==> src/rtl/ring_chaser.sv <==
// Rotating single-bit pattern generator with a synchronous prescaler enable.
// Build option RING_CHASER_BOUNCE_EN adds the bounce direction register; otherwise mode 10 rotates up.
module ring_chaser #(
    parameter int WIDTH      = 6,
    parameter int PRESC_BITS = 11
) (
    input  logic             clk,
    input  logic             rst_n,
    input  logic             load,
    input  logic             fast,
    input  logic [1:0]       mode,
    output logic [WIDTH-1:0] ring,
    output logic             step,
    output logic             dir
);

    localparam logic [1:0] MODE_UP     = 2'b00;
    localparam logic [1:0] MODE_DOWN   = 2'b01;
    localparam logic [1:0] MODE_BOUNCE = 2'b10;
    localparam logic [1:0] MODE_HOLD   = 2'b11;

    localparam logic [WIDTH-1:0] SEED = {1'b1, {(WIDTH-1){1'b0}}};

    logic [PRESC_BITS-1:0] count;
    logic                  tick;
    logic [WIDTH-1:0]      rot_up;
    logic [WIDTH-1:0]      rot_dn;
    logic [WIDTH-1:0]      bounce_nxt;
    logic [WIDTH-1:0]      ring_nxt;

    // Tick is an enable, never a derived clock; fast bypasses the terminal count.
    assign tick   = fast | (&count);
    assign rot_up = {ring[WIDTH-2:0], ring[WIDTH-1]};
    assign rot_dn = {ring[0], ring[WIDTH-1:1]};

`ifdef RING_CHASER_BOUNCE_EN
    logic dir_q;
    logic turn;

    // At an end bit the direction flips and the reversed rotation applies on the same edge.
    assign turn       = dir_q ? ring[0] : ring[WIDTH-1];
    assign bounce_nxt = (dir_q ^ turn) ? rot_dn : rot_up;

    always_ff @(posedge clk or negedge rst_n) begin
        if (!rst_n) begin
            dir_q <= 1'b0;
        end else if (load) begin
            dir_q <= 1'b0;
        end else if (tick && (mode == MODE_BOUNCE) && turn) begin
            dir_q <= ~dir_q;
        end
    end

    assign dir = dir_q;
`else
    assign bounce_nxt = rot_up;
    assign dir        = 1'b0;
`endif

    always_comb begin
        ring_nxt = ring;
        case (mode)
            MODE_UP:     ring_nxt = rot_up;
            MODE_DOWN:   ring_nxt = rot_dn;
            MODE_BOUNCE: ring_nxt = bounce_nxt;
            MODE_HOLD:   ring_nxt = ring;
            default:     ring_nxt = ring;
        endcase
    end

    always_ff @(posedge clk or negedge rst_n) begin
        if (!rst_n) begin
            count <= '0;
            ring  <= '0;
            step  <= 1'b0;
        end else if (load) begin
            count <= '0;
            ring  <= SEED;
            step  <= 1'b0;
        end else begin
            count <= count + PRESC_BITS'(1);
            step  <= tick;
            if (tick) begin
                ring <= ring_nxt;
            end
        end
    end

endmodule

==> config.mk <==
export PLATFORM = sky130hd
export DESIGN_NAME = ring_chaser
export DESIGN_NICKNAME = d
export VERILOG_FILES = /design/src/rtl/ring_chaser.sv
export SDC_FILE = /design/constraint.sdc
export NUM_CORES = 1
export LEC_CHECK = 0
export CORE_MARGIN = 5
export CORE_UTILIZATION = 45
export CTS_CLUSTER_SIZE = 25
export DETAILED_ROUTE_END_ITERATION = 8
export PLACE_DENSITY_LB_ADDON = 0.25
export RECOVER_POWER = 50
export SLEW_MARGIN = 20
export SYNTH_ARGS = -nofsm -noshare
export SYNTH_HDL_FRONTEND = slang
export SYNTH_SLANG_ARGS = --single-unit
==> constraint.sdc <==
create_clock -name clk -period 2.5 [get_ports clk]
set_clock_uncertainty 0.1 [all_clocks]
set_input_delay 0.625 -clock clk [delete_from_list [all_inputs] [get_ports clk]]
set_output_delay 0.625 -clock clk [all_outputs]
set_load 0.05 [all_outputs]
==> results of run 1 <==
through the flow:
stage	cells	setup slack, ns	utilization (%)	cell area, sq um	hold WS [ns]
final	129	0.235	56.6	1120	0.395
after global routing	129	0.188	56.6	1120	0.418
after CTS	129	0.223	56.8	1130	0.395
after detailed placement	125	0.297	55.0	1090	0.380
after global placement	125	0.332	55.0	1090	0.361
after floorplan	88	0.649	-	945	0.229
how the worst min path moves through the flow:
stage	startpoint	endpoint	slack, ns	cells after the start
final	count[0]$_DFF_PN0_	count[0]$_DFF_PN0_	0.39	1
after global placement	count[0]$_DFF_PN0_	count[0]$_DFF_PN0_	0.36	1
after global routing	count[0]$_DFF_PN0_	count[0]$_DFF_PN0_	0.42	1
after detailed placement	count[0]$_DFF_PN0_	count[0]$_DFF_PN0_	0.38	1
after floorplan	rst_n	count[0]$_DFF_PN0_	0.23	0
after CTS	count[0]$_DFF_PN0_	count[0]$_DFF_PN0_	0.40	1
area by class of cell:
| type | instances | area [sq um] |
|---|---|---|
| Fill cell | 172 | 860 |
| Multi-Input combinational cell | 63 | 455 |
| Sequential cell | 18 | 450 |
| Timing Repair Buffer | 15 | 139 |
| Clock buffer | 4 | 36.3 |
| Tap cell | 27 | 33.8 |
| Inverter | 2 | 7.51 |
registers in the layout, indices dropped and copies added (netlist names):
signal / cells
count: 11
step: 1
ring: 6
layer usage:
metal | GRT usage, % | vias to the layer above
met5 | 0 | -
met2 | 20.8 | 12
li1 | - | 318
met3 | 3.02 | 2
met4 | 5.08 | 0
met1 | 14.1 | 332
cell usage after synthesis, drive strengths merged:
cell type / n / area share (%)
nand3: 2 / 1.1
clkbuf: 1 / 0.40
and2: 1 / 0.66
nor2b: 7 / 4.6
inv: 2 / 0.79
a21oi: 3 / 1.6
or3: 2 / 1.5
and3: 1 / 0.79
a31o: 1 / 0.93
xnor2: 3 / 2.8
nand4: 2 / 2.0
o21ai: 2 / 1.1
nor2: 15 / 6.0
xor2: 4 / 3.7
mux2: 5 / 7.9
dfrtp: 18 / 48
ha: 1 / 1.3
nand2: 4 / 1.6
mux2i: 6 / 6.4
and4: 1 / 0.93
nor4: 1 / 2.3
conb: 1 / 0.40
buf: 4 / 2.9
a211oi: 1 / 0.79
logic make-up after synthesis:
family | synth area share (%)
mux | 14.3
xor+xnor | 6.49
compound gates | 4.37
flops | 47.7
simple gates | 21.3
other cells | 0.397
fa+ha+maj | 1.32
buf+inv | 4.11
report_power, final:
part | leakage, nW | total [W] | internal, W | switching (W)
registers | 0.243 | 0.000308 | 0.000300 | 0.00000866
clock network | 0.0210 | 0.000177 | 0.0000886 | 0.0000883
logic | 0.255 | 0.0000823 | 0.0000337 | 0.0000486
==> impl_metrics.json, run 1 <==
{
  "grt_overflow": 0,
  "vias": 664,
  "seq_area_frac_synth_pct": 47.7,
  "io_buffers": 12,
  "setup_viol": 0,
  "grt_max_degree": 19,
  "power.density_nw_per_um2": 506,
  "numCtsBuffers": 3,
  "syn_avg_cell_area_sq_um": 10.7,
  "path_clk_slew_ns": 0.10,
  "htree_num_levels": 1,
  "nNetsFinal": 110,
  "worst_skew_pair.late_latency_ns": 0.29,
  "critPathArrivalTime_ns": 1.54,
  "cp_max_fo": 4,
  "final.min_clock_period_ns": 2.26,
  "die_w_um": 55.8,
  "status": "completed",
  "dieArea_sq_um": 3120,
  "maxSlewHeadroom_pct": 36.4,
  "cts_sinks": 18,
  "die_h_um": 55.8,
  "wire_per_inst_um": 12.9,
  "post_cts_buffers": 0,
  "route.detailed.drc": 0,
  "timing.reg2reg.setup_slack_ns": 0.41,
  "cts_resized": 0,
  "yosysUniqueCellTypes": 29,
  "reg2reg_to": "ring[0]$_DFFE_PN0P_",
  "wl_met2_um": 779,
  "max_stage_delay_ns": 0.83,
  "grt_pass1_wl_um": 3030,
  "synthCells": 88,
  "postRouteWirelength_um": 1670,
  "ys_seq_elements": 18,
  "endpoint": "ring[2]",
  "grt_pass1_vias": 710,
  "gr-usage-all-layers_pct": 12.0,
  "synth_area_sq_um": 945,
  "vdd_drop_max_mv": 0.296,
  "tns_ns": 0,
  "startpoint": "ring[2]$_DFFE_PN0P_",
  "start_util_pct": 47.7,
  "ant_nets": 0,
  "wirelength_met1_um": 825,
  "path_buf_inv": 1,
  "routabilityCongestion": 0.757,
  "hold_class": "flop to flop",
  "cp-start-kind": "flop",
  "antenna_found_initial": 0,
  "drt_iter0_markers": 3,
  "area_growth_pct": 18.8,
  "rsz0062_at_grt": "no",
  "layout_common_cells": "dfrtp_1 (18), nor2_1 (15), clkdlybuf4s50_1 (10)",
  "cp_top_family": "buffers and inverters",
  "path_depth": 1,
  "finalPower_w": 0.000568,
  "io_pins": 14,
  "n_antenna_cell": 0,
  "core_area_sq_um": 1980,
  "fmax_ghz": 0.442,
  "drv_slew": 0,
  "ys_warn_count": 0,
  "viasPerCell": 5.15,
  "leakage_nw": 0.519,
  "worst_slew_pin_slew_ns": 0.954,
  "hold_viol": 0,
  "cts_root_buffer": "clkbuf_4",
  "reg2regPathDepth": 5,
  "cts_max_path_buffers": 2,
  "cts_tree": "yes",
  "highest_layer": "met4",
  "final_layout_size_suffix_gt1_share_pct": 14.7,
  "cp.required_ns": 1.77,
  "met3_length_um": 51,
  "crit_path_top_delay_cell": "clkdlybuf4s50_1",
  "worstPathCellList": "clkdlybuf4s50_1",
  "firstDrtPassIters": 4,
  "worstSetupEndpointType": "output port",
  "final_common_cell": "dfrtp_1",
  "synth_nets": 95,
  "fin_crit_sh_pct": 90.6,
  "rows": 16,
  "drv_cap": 0,
  "crit_type": "flop to output port",
  "ctsHoldBuffers": 0,
  "crit-reg2reg-launch": "count[0]$_DFF_PN0_",
  "place_hpwl_um": 1200
}
No activity file was read; power rests on OpenSTA's default activity.
==> run 2: changes to the inputs <==
- GPL_TIMING_DRIVEN: not set -> 0
==> run 2 against run 1 <==
Compared with the run above: cell count is the same; largest power group unchanged; die area unchanged; critical path depth stayed put; wire length up 0.54%; sequential cell count stayed put; register-to-register slack lost 0.02 ns; combinational power rose by 1%.
==> impl_metrics.json, run 2 (synthesis gave the netlist of run 1 again) <==
{
  "status": "completed",
  "rsz0062_at_grt": "no",
  "fin_hold_ws_ns": 0.381,
  "path_depth": 1,
  "grt_pass1_vias": 661,
  "cp.required_ns": 1.77,
  "drv_slew": 0,
  "combPwrFrac_pct": 15.7,
  "crit_path_top_delay_cell": "clkdlybuf4s50_1",
  "cts_resized": 0,
  "drv_cap": 0,
  "maxSlewHeadroom_pct": 45.0,
  "cp_max_fo": 4,
  "tns_ns": 0,
  "final.min_clock_period_ns": 2.26,
  "critPathArrivalTime_ns": 1.53,
  "grt_overflow": 0,
  "largest_register_ffs": 11,
  "timing.reg2reg.setup_slack_ns": 0.39,
  "leakage_nw": 0.498,
  "start_util_pct": 47.7,
  "cts_tree": "yes",
  "final_common_cell": "dfrtp_1",
  "numCtsBuffers": 3,
  "post_cts_buffers": 0,
  "postRouteWirelength_um": 1680,
  "worst_skew_pair.late_latency_ns": 0.28,
  "wire_per_inst_um": 13.0,
  "min_from": "count[0]$_DFF_PN0_",
  "gr-usage-all-layers_pct": 11.9,
  "final_layout_size_suffix_gt1_share_pct": 13.7,
  "ant_nets": 0,
  "hold_viol": 0,
  "core_area_sq_um": 1980,
  "viasPerCell": 5.07,
  "vias": 654,
  "cts_root_buffer": "clkbuf_4",
  "crit-reg2reg-launch": "count[0]$_DFF_PN0_",
  "io_buffers": 11,
  "reg2regPathDepth": 6,
  "dieArea_sq_um": 3120,
  "p_switching_w": 0.000141,
  "reg_top3": "count x11, ring x6, step x1",
  "worstSetupEndpointType": "output port",
  "path_buf_inv": 1,
  "area_growth_pct": 16.0,
  "use_met1_pct": 13.5,
  "die_w_um": 55.8,
  "p_clk_share_pct": 26.1,
  "drt_iter0_markers": 3,
  "nNetsFinal": 111,
  "vdd_drop_max_mv": 0.337,
  "htree_num_levels": 1,
  "grt_pass1_wl_um": 2900,
  "io_pins": 14,
  "worst_slew_pin_slew_ns": 0.822,
  "cp_top_family": "buffers and inverters",
  "place_hpwl_um": 1210,
  "hold_end": "count[0]$_DFF_PN0_",
  "path_clk_slew_ns": 0.10,
  "layout_common_cells": "dfrtp_1 (18), nor2_1 (15), clkdlybuf4s50_1 (9)",
  "route.detailed.drc": 0,
  "hold_class": "flop to flop",
  "fin_crit_sh_pct": 90.4,
  "cts_sinks": 18,
  "antenna_found_initial": 0,
  "worstHoldPathCells": 1,
  "die_h_um": 55.8,
  "max_stage_delay_ns": 0.83,
  "crit_type": "flop to output port",
  "firstDrtPassIters": 4,
  "routabilityCongestion": 0.754,
  "ctsHoldBuffers": 0,
  "cts_max_path_buffers": 2,
  "fmax_ghz": 0.443,
  "use_met2_pct": 20.1,
  "cp-start-kind": "flop",
  "grt_max_degree": 19,
  "p_int_w": 0.000390,
  "grtUsageMet3_pct": 5.10,
  "n_antenna_cell": 0,
  "setup_viol": 0,
  "p_seq_share_pct": 58.1,
  "power.density_nw_per_um2": 484,
  "largest-register": "count",
  "reg2reg_to": "ring[4]$_DFFE_PN0P_",
  "grt-busiest-layer": "met2",
  "worstPathCellList": "clkdlybuf4s50_1",
  "rows": 16,
  "p_sw_share_pct": 26.5
}
run 2: cell count changes in the layout (fill, tap and decap cells not counted):
cell	delta
buf_1	+1
buf_2	+1
buf_4	-1
buf_6	+1
clkbuf_8	-1
clkdlybuf4s50_1	-1
nor4_1	+1
nor4_4	-1
run 2: worst max-delay path by stage:
stage                        startpoint                   to  slack, ns
global route        ring[5]$_DFFE_PN0P_              ring[5]       0.18
global placement                   load   count[0]$_DFF_PN0_       0.17
detailed placement                 load   count[5]$_DFF_PN0_       0.14
CTS                 ring[5]$_DFFE_PN0P_              ring[5]       0.22
floorplan                       mode[0]  ring[0]$_DFFE_PN0P_       0.65
finish              ring[5]$_DFFE_PN0P_              ring[5]       0.24
run 2: area by class of cell:
cell class / count / area, sq um
plain buffers: 5 / 31.3
clock buffers: 3 / 22.5
fillers: 181 / 886
inverters: 2 / 7.51
multi-input cells: 63 / 440
flip-flops and latches: 18 / 450
well taps: 27 / 33.8
repair buffers: 11 / 110
run 2: power groups by stage:
stage	sequential [W]	combinational [W]	clock (W)
2_1_floorplan	0.000330	0.0000382	0
3_3_place_gp	0.000314	0.0000841	0
3_5_place_dp	0.000314	0.0000854	0
4_1_cts	0.000309	0.0000857	0.000147
5_1_grt	0.000310	0.0000902	0.000161
6_report	0.000308	0.0000835	0.000139
run 2: metrics by stage:
step	util (%)	cell area, sq um	power, W	setup slack [ns]	std cells
CTS	56.1	1110	0.000542	0.223	129
floorplan	-	945	0.000368	0.649	88
global route	55.3	1100	0.000561	0.177	129
finish	55.3	1100	0.000531	0.240	129
detailed placement	54.9	1090	0.000399	0.140	126
global placement	54.9	1090	0.000398	0.169	126
run 2: metal layers:
metal,vias up,share of wire [%]
met3,2,3.9
li1,320,-
met1,319,47
met4,0,0.89
met2,13,49
met5,-,0
